File: src/rtl/fixed_point_divider_if.sv
// Operand/result handshake bundle for the fixed-point divider.
interface fixed_point_divider_if #(
  parameter int DW = 10,
  parameter int VW = 3,
  parameter int FW = 10
);
  logic                 in_valid;
  logic                 in_ready;
  logic [DW-1:0]        in_dividend;
  logic [VW-1:0]        in_divisor;
  logic                 out_valid;
  logic                 out_ready;
  logic [DW+FW-1:0]     out_quotient;
  logic [VW-1:0]        out_remainder;
  logic                 out_div_zero;

  modport master (
    output in_valid, in_dividend, in_divisor, out_ready,
    input  in_ready, out_valid, out_quotient, out_remainder, out_div_zero
  );

  modport slave (
    input  in_valid, in_dividend, in_divisor, out_ready,
    output in_ready, out_valid, out_quotient, out_remainder, out_div_zero
  );
endinterface

File: src/rtl/fixed_point_divider.sv
// Unsigned fixed-point restoring divider: quotient = floor(dividend*2^FW / divisor),
// one quotient bit per cycle, valid/ready on both sides.
module fixed_point_divider #(
  parameter int DW = 10,
  parameter int VW = 3,
  parameter int FW = 10
) (
  input  logic                  clk,
  input  logic                  rst_n,
  fixed_point_divider_if.slave  bus
);
  localparam int QW = DW + FW;
  localparam int CW = $clog2(QW + 1);

  typedef enum logic [1:0] {IDLE, CALC, ZERO, DONE} state_t;

  state_t          state_q, state_d;
  logic [CW-1:0]   cnt_q, cnt_d;
  logic            in_ready_q, in_ready_d;
  logic            out_valid_q, out_valid_d;

  logic [QW-1:0]   num_q, num_d;
  logic [QW-1:0]   quo_q, quo_d;
  logic [VW:0]     rem_q, rem_d;
  logic [VW-1:0]   dvs_q, dvs_d;
  logic            dz_q, dz_d;

  logic [QW-1:0]   oq_q, oq_d;
  logic [VW-1:0]   or_q, or_d;
  logic            odz_q, odz_d;

  logic [VW+1:0]   step;

  // One restoring step: returns {quotient bit, new partial remainder}.
  function automatic logic [VW+1:0] div_step(input logic [VW:0] r,
                                             input logic nbit,
                                             input logic [VW-1:0] d);
    logic [VW:0] rs;
    logic [VW:0] dd;
    rs = {r[VW-1:0], nbit};
    dd = {1'b0, d};
    if (rs >= dd) return {1'b1, rs - dd};
    return {1'b0, rs};
  endfunction

  always_comb begin
    state_d     = state_q;
    cnt_d       = cnt_q;
    out_valid_d = out_valid_q;
    num_d       = num_q;
    quo_d       = quo_q;
    rem_d       = rem_q;
    dvs_d       = dvs_q;
    dz_d        = dz_q;
    oq_d        = oq_q;
    or_d        = or_q;
    odz_d       = odz_q;
    step        = div_step(rem_q, num_q[QW-1], dvs_q);

    case (state_q)
      IDLE: begin
        if (bus.in_valid && in_ready_q) begin
          num_d   = QW'(bus.in_dividend) << FW;
          dvs_d   = bus.in_divisor;
          rem_d   = '0;
          quo_d   = '0;
          cnt_d   = CW'(QW);
          dz_d    = (bus.in_divisor == '0);
          state_d = (bus.in_divisor == '0) ? ZERO : CALC;
        end
      end
      CALC: begin
        rem_d = step[VW:0];
        quo_d = QW'({quo_q, step[VW+1]});
        num_d = num_q << 1;
        cnt_d = cnt_q - CW'(1);
        if (cnt_q == CW'(1)) state_d = DONE;
      end
      ZERO: begin
        quo_d   = '1;
        rem_d   = '0;
        state_d = DONE;
      end
      DONE: begin
        // First DONE cycle publishes the result; afterwards wait for the consumer.
        if (!out_valid_q) begin
          oq_d        = quo_q;
          or_d        = rem_q[VW-1:0];
          odz_d       = dz_q;
          out_valid_d = 1'b1;
        end else if (bus.out_ready) begin
          out_valid_d = 1'b0;
          state_d     = IDLE;
        end
      end
      default: state_d = IDLE;
    endcase

    in_ready_d = (state_d == IDLE);
  end

  always_ff @(posedge clk) begin
    if (!rst_n) begin
      state_q     <= IDLE;
      cnt_q       <= '0;
      in_ready_q  <= 1'b0;
      out_valid_q <= 1'b0;
      oq_q        <= '0;
      or_q        <= '0;
      odz_q       <= 1'b0;
    end else begin
      state_q     <= state_d;
      cnt_q       <= cnt_d;
      in_ready_q  <= in_ready_d;
      out_valid_q <= out_valid_d;
      oq_q        <= oq_d;
      or_q        <= or_d;
      odz_q       <= odz_d;
    end
  end

  // Working datapath registers are don't-care until an operand is accepted.
  always_ff @(posedge clk) begin
    num_q <= num_d;
    quo_q <= quo_d;
    rem_q <= rem_d;
    dvs_q <= dvs_d;
    dz_q  <= dz_d;
  end

  assign bus.in_ready      = in_ready_q;
  assign bus.out_valid     = out_valid_q;
  assign bus.out_quotient  = oq_q;
  assign bus.out_remainder = or_q;
  assign bus.out_div_zero  = odz_q;
endmodule
File: src/flat_wrapper.sv
// flat-port wrapper written by rule: the top's interface ports become plain ports
module fixed_point_divider_flat 
#(
  parameter int DW = 10,
  parameter int VW = 3,
  parameter int FW = 10
)
  (clk, rst_n, bus_in_valid, bus_in_dividend, bus_in_divisor, bus_out_ready, bus_in_ready, bus_out_valid, bus_out_quotient, bus_out_remainder, bus_out_div_zero);
  fixed_point_divider_if #(.DW(DW), .VW(VW), .FW(FW)) bus_i ();
  input  logic clk;
  input  logic rst_n;
  input wire logic [$bits(bus_i.in_valid)-1:0] bus_in_valid;
  input wire logic [$bits(bus_i.in_dividend)-1:0] bus_in_dividend;
  input wire logic [$bits(bus_i.in_divisor)-1:0] bus_in_divisor;
  input wire logic [$bits(bus_i.out_ready)-1:0] bus_out_ready;
  output wire logic [$bits(bus_i.in_ready)-1:0] bus_in_ready;
  output wire logic [$bits(bus_i.out_valid)-1:0] bus_out_valid;
  output wire logic [$bits(bus_i.out_quotient)-1:0] bus_out_quotient;
  output wire logic [$bits(bus_i.out_remainder)-1:0] bus_out_remainder;
  output wire logic [$bits(bus_i.out_div_zero)-1:0] bus_out_div_zero;
  assign bus_i.in_valid = bus_in_valid;
  assign bus_i.in_dividend = bus_in_dividend;
  assign bus_i.in_divisor = bus_in_divisor;
  assign bus_i.out_ready = bus_out_ready;
  assign bus_in_ready = bus_i.in_ready;
  assign bus_out_valid = bus_i.out_valid;
  assign bus_out_quotient = bus_i.out_quotient;
  assign bus_out_remainder = bus_i.out_remainder;
  assign bus_out_div_zero = bus_i.out_div_zero;
  fixed_point_divider #(.DW(DW), .VW(VW), .FW(FW)) u_core (.clk(clk), .rst_n(rst_n), .bus(bus_i));
endmodule
File: config.mk
export PLATFORM = sky130hd
export DESIGN_NAME = fixed_point_divider_flat
export DESIGN_NICKNAME = d
export VERILOG_FILES = /design/src/rtl/fixed_point_divider_if.sv /design/src/rtl/fixed_point_divider.sv /design/src/flat_wrapper.sv
export SDC_FILE = /design/constraint.sdc
export NUM_CORES = 1
export LEC_CHECK = 0
export BUFFER_PORTS_ARGS = -buffer_cell sky130_fd_sc_hd__buf_2
export CAP_MARGIN = 30
export CORE_MARGIN = 2
export CORE_UTILIZATION = 45
export DETAILED_ROUTE_END_ITERATION = 10
export GPL_TIMING_DRIVEN = 1
export PLACE_DENSITY = 0.77
export REMOVE_ABC_BUFFERS = 1
export SLEW_MARGIN = 5
export SYNTH_ARGS = -nofsm -noshare
export SYNTH_HDL_FRONTEND = slang
export SYNTH_SLANG_ARGS = --single-unit
File: constraint.sdc
create_clock -name clk -period 4.1 [get_ports clk]
set_input_delay 0.205 -clock clk [delete_from_list [all_inputs] [get_ports clk]]
set_output_delay 0.205 -clock clk [all_outputs]
set_load 0.01 [all_outputs]
Word level (Yosys, flattened, before mapping):

Cells that the tools add are included.

* bits in registers: 80
* input bits: 17
* output and inout bits: 26

* add/subtract/negate cells: 2
* $lt $le $gt $ge: 1
* equal/unequal tests: 5
* multiplexer cells: 19
* bitwise operators: 1
* reductions and logical operators: 10

Operators by type and width (count)
* one-hot mux 20 bit (3 select lines): 1
* two-way mux 20 bit: 2
* one-hot mux 20 bit (2 select lines): 1
* two-way mux 5 bit: 3
* two-way mux 2 bit: 5
* one-hot mux 5 bit (2 select lines): 1
* one-hot mux 3 bit (3 select lines): 1
* one-hot mux 2 bit (4 select lines): 1
* AND reduction 2 bit: 4
* == test 5 x 1 -> 1 bit, second input constant: 1
* subtractor 5 x 1 -> 5 bit, second input constant: 1
* == test 2 bit, second input constant: 2
* greater-or-equal comparator 4 x 3 -> 1 bit: 1
* zero test 2 bit: 2
* subtractor 4 x 3 -> 4 bit: 1
* zero test 3 bit: 1
* two-way mux 1 bit: 3
* two-way mux 3 bit: 1
* nonzero test 3 bit: 1
* == test 2 x 1 -> 1 bit, second input constant: 1
* != test 2 x 1 -> 1 bit, second input constant: 1
* nonzero test 2 bit: 1
* logical AND 1 bit: 1
* inverter 1 bit: 1

Depth between registers and ports, before layout:

* depth in word-level cells: 5
* gate-level depth with buffers: 7
* mapped depth without buffers: 7

Worst setup path after synthesis:

Ideal clock, no wire load.

* path type: flip-flop to flip-flop
* start point: register u_core.state_q[1]
* end point: register u_core.quo_q[0] (enable)
* library setup time: 0.408 ns
* arrival time: 1.894 ns
* setup slack: 1.798 ns
* stages on the path, launching flop included: 5
* cell sequence: dfxtp_1 inv_1 ha_1 inv_1 o21bai_1

* word-level cells in the longest chain between the ends: 3
* elaborated cells on any way between the ends: 6
* those cells by class: eq/ne: 3; reduce/logical: 3

Ends and longest elaborated chain
* from (decl): line fixed_point_divider.sv:17 `state_t state_q, state_d;`
* from (signal assigned): line fixed_point_divider.sv:112 `state_q <= state_d;`
* == test 2 bit (tied with other cells): line fixed_point_divider.sv:60 `case (state_q)`
* nonzero test 3 bit (no source line) or != test 2 x 1 -> 1 bit (tied branches)
* AND reduction 2 bit (no source line) (*)
* to (signal assigned): line fixed_point_divider.sv:125 `quo_q <= quo_d;`
* to (decl): line fixed_point_divider.sv:23 `logic [QW-1:0] quo_q, quo_d;`

Mark *: on every way between the ends. The rest lies on a longest branch, timed or not.
A chain may end at the register's enable or synchronous reset.

Final worst setup path:

* start point: register u_core.state_q[1]
* end point: register u_core.num_q[17] (enable)

* word-level cells in the longest chain between the ends: 3
* elaborated cells on any way between the ends: 5
* those cells by class: eq/ne: 2; reduce/logical: 3

Ends and longest elaborated chain
* == test 2 x 1 -> 1 bit or zero test 2 bit (tied branches): line fixed_point_divider.sv:60
* nonzero test 2 bit (no source line) or != test 2 x 1 -> 1 bit (tied branches)
* AND reduction 2 bit (no source line) (*)
* to (signal assigned): line fixed_point_divider.sv:124 `num_q <= num_d;`
* to (decl): line fixed_point_divider.sv:22 `logic [QW-1:0] num_q, num_d;`

Marks and branches as above.

==> summary.md <==
| Metric | Value |
|---|---|
| Vias in the first global route | `approximately 2100` |
| Synth Warn # | `0` |
| Leakage | `0.001362 µW` |
| Place WS | `between 1500 and 2000 ps` |
| Fill cells | `around 570` |
| Reg-to-reg endpoint | `u_core.num_q[17]$_DFFE_PP_` |
| Clock latency on the worst-skew pair | `around 350 ps` |
| Maximum vdd drop | `~330 µV` |
| Worst Skew | `6.970 ps` |
| Hold Path Depth | `1` |
| Clock transition at path regs | `around 70 ps` |
| Inserted Clock Buffers | `9` |
| Worst Path Arrival | `2260 ps` |
| Final Max Slew Viols | `0` |
| Layout cells sized above 1 | `0.2305` |
| Setup Fix Bufs, Post-CTS | `0` |
| Power per cell area | `approximately 650 nW/µm²` |
| Reg area | `approximately 1800 µm²` |
| CP endpoint kind | `flop` |
| Hold Slack | `around 54 ps` |
| Port Buf Inserts | `42` |
| # H-tree levels | `3` |
| Nets@finish | `356` |
| Number of synthesized register bits | `70` |
| Total power | `~2200 µW` |
| CP Buf/Inv Count | `2` |
| Clock Tree Buf Depth | `2` |
| Post_cts resized | `0` |
| Fin crit period | `roughly 2300 ps` |
| Worst hold endpoint | `u_core.dvs_q[1]$_DFFE_PP_` |
| Worst Setup SP | `u_core.state_q[1]$_SDFF_PN0_` |
| Relative slew margins | `0.4792` |
| Fin crit share | `0.5504` |
| Critical path type | `flop to flop` |
| Hold path startpoint | `bus_in_divisor[1]` |
| Worst reg2reg setup slack | `1840 ps` |
| Antenna violations before repair | `0` |
| Gr usage total | `0.1656` |
| RSZ-0062 raised after global routing | `false` |
| Crit-path cells | `inv_1, ha_1, nor2_1, or2_2, inv_1` |
| Cell family with most CP delay | `adder cells` |
| DRC | `0` |
| Setup WS post-layout | `about 1800 ps` |
| Reg2reg start | `u_core.state_q[1]$_SDFF_PN0_` |
| Syn Inst Count | `288` |
| DP Wirelength | `about 3700 µm` |
| Netlist cell types | `39` |
| Crit path required time | `about 4100 ps` |
| First-pass GRT wire length | `roughly 9400 µm` |
| Via count | `between 2000 and 2500` |
| Crit-path slowest cell | `ha_1` |
| DRT antenna net count | `0` |
| DRT iter0 DRCs | `123` |
| Outcome | `finished, final reports clean` |
| CP Max Fanout | `19` |
| CP peak stage delay | `650 ps` |
| Crit path top cell by count | `inv_1` |
| Setup TNS | `0 ps` |
| Post-Syn Area per Cell | `between 10 and 15 µm²` |
| CTS root buffer | `clkbuf_8` |
| Final WL | `5608 µm` |
| Die Width | `85.28 µm` |
| Ports | `43` |
| Multi-input gate area | `1091 µm²` |
| Row Count | `29` |
| R2r worst-path depth | `5` |
| N_diodes | `0` |
| Gpl congestion | `0.8357` |
| Post-Syn Area | `a little under 3000 µm²` |
| Worst hold path class | `primary input to flop` |
| Die ar. | `7273 µm²` |
| Register area share after synthesis | `0.5960` |
| CTS sink cnt | `70` |
| Fin. Hold Viols | `0` |
| GRT overflow | `0` |
| Area Overhead vs Synth | `15.99%` |
| Largest net degree at the start of global routing | `28` |
| Worst setup SP type | `flop` |
| Vias/cell | `around 5.2` |
| Drt first pass iters | `4` |
| CTS tree | `done` |
| Final setup fails | `0` |
| CTS Hold Buffers Added | `0` |
| Core area | `6386 µm²` |
| Highest Clock Rate | `approximately 440 MHz` |
| Starting Density | `0.4655` |
| Max cap viols | `0` |
| Worst Tran Pin Value | `slightly below 800 ps` |
| Die Ht | `around 85 µm` |
| Wire per inst | `about 14 µm` |
## cells by family after synthesis
logic type               Yosys count  share of synthesized area
AND/OR/NAND/NOR                   96                     0.1385
adder cells (fa/ha/maj)           10                    0.04461
AO/OA/AOI/OAI                     73                     0.1423
flip-flops                        70                     0.5960
multiplexers                      10                    0.03746
buffers and inverters             28                    0.03830
XOR/XNOR                           1                   0.002947
## flip-flops by register name, summed over array words and instances, names as in the netlist
register and flops:
u_core.num_q 10, u_core.state_q 2, u_core.cnt_q 5, u_core.bus.out_valid 1, u_core.quo_q 20, u_core.bus.out_remainder 3, u_core.dz_q 1, u_core.bus.out_div_zero 1
u_core.dvs_q 3, u_core.bus.in_ready 1, u_core.rem_q 3, u_core.bus.out_quotient 20
## how the worst max path moves through the flow
| stage | endpoint | slack (ps) | cells past startpoint |
|---|---|---|---|
| finish | u_core.num_q[17]$_DFFE_PP_ | 1840 | 5 |
| global route | u_core.cnt_q[4]$_SDFFE_PN0P_ | 1570 | 7 |
| CTS | u_core.cnt_q[4]$_SDFFE_PN0P_ | 1840 | 7 |
| detailed placement | u_core.num_q[12]$_DFFE_PP_ | 1860 | 5 |
| global placement | u_core.quo_q[18]$_DFFE_PP_ | 1770 | 4 |
| floorplan | u_core.quo_q[0]$_DFFE_PP_ | 1590 | 4 |
## worst reg2reg max path, stage by stage, from the launching register on
cell and delay, ps:
dfxtp_1 350, inv_1 120, ha_1 650, nor2_1 100, or2_2 350, inv_1 340
## metrics by stage
step / std cells / cell area (µm²) / util
finish: 411 / 3448 / 0.5400
global route: 411 / 3448 / 0.5400
CTS: 410 / 3433 / 0.5376
detailed placement: 394 / 3244 / 0.5080
global placement: 393 / 3229 / 0.5057
floorplan: 272 / 2904 / -
## power by group
group          switching (µW)  internal, µW  leakage (µW)  total, µW
logic                     351           237      0.000650        588
registers                 112           991      0.000617       1100
clock network             261           276     0.0000948        537
total                     723          1500       0.00136       2230
## cells in the mapped netlist
cell | count | area (µm²)
a211o_1 | 2 | 17.52
or2_2 | 1 | 6.260
a31oi_1 | 3 | 18.77
or3_4 | 1 | 11.26
and3_1 | 2 | 12.51
o21a_1 | 1 | 7.510
xnor2_1 | 1 | 8.760
nor3_1 | 1 | 5.000
ha_1 | 9 | 112.6
nor2b_1 | 5 | 31.28
nor4_1 | 1 | 6.260
nor3b_1 | 2 | 15.01
nand3b_1 | 1 | 7.510
fa_1 | 1 | 20.02
nand3_1 | 1 | 5.000
a31o_2 | 1 | 8.760
clkinv_1 | 1 | 3.750
nand2b_1 | 1 | 6.260
inv_1 | 11 | 41.29
buf_2 | 7 | 35.03
a21boi_4 | 1 | 18.77
nor2_1 | 24 | 90.09
o21ai_0 | 6 | 30.03
dfxtp_1 | 33 | 660.6
o211ai_1 | 1 | 7.510
nand2_1 | 54 | 202.7
nand4_1 | 1 | 6.260
a21o_1 | 1 | 7.510
a21oi_1 | 51 | 255.2
o211a_1 | 2 | 20.02
o22ai_1 | 1 | 6.260
mux2i_1 | 1 | 10.01
clkbuf_1 | 9 | 33.78
o21bai_1 | 1 | 7.510
a21bo_2 | 1 | 10.01
a21boi_0 | 1 | 7.510
mux2_2 | 9 | 101.4
or3_1 | 1 | 6.260
edfxtp_1 | 37 | 1111
## cells in the final DEF, fill, tap and decap left out, types with 2 or more instances in the layout
master,instances
buf_8,2
dfxtp_1,33
buf_4,2
edfxtp_1,37
a211o_1,2
mux2_2,9
nor3b_1,2
clkinvlp_4,2
o21ai_0,6
inv_1,11
nor2_1,24
nor2b_1,5
and3_1,2
clkinv_2,4
o211a_1,2
a31oi_1,3
ha_1,9
clkbuf_8,9
nand2_1,54
a21oi_1,51
buf_2,42
## per-layer routing
layer / vias to the layer above / track usage / wire [µm]
li1: 1069 / - / -
met4: 0 / 0.08947 / 123
met2: 58 / 0.2599 / 2641
met3: 10 / 0.03891 / 300
met1: 996 / 0.2123 / 2541
met5: - / 0 / 0
## cell type report
type	count	share of cell area
clock buffer	9	0.03592
multi-input combinational	190	0.3164
timing repair buffer	46	0.07402
sequential	70	0.5138
clock inverter	7	0.01887
inverter	12	0.01306
tap	77	0.02794
(Power assumes the default switching activity.)
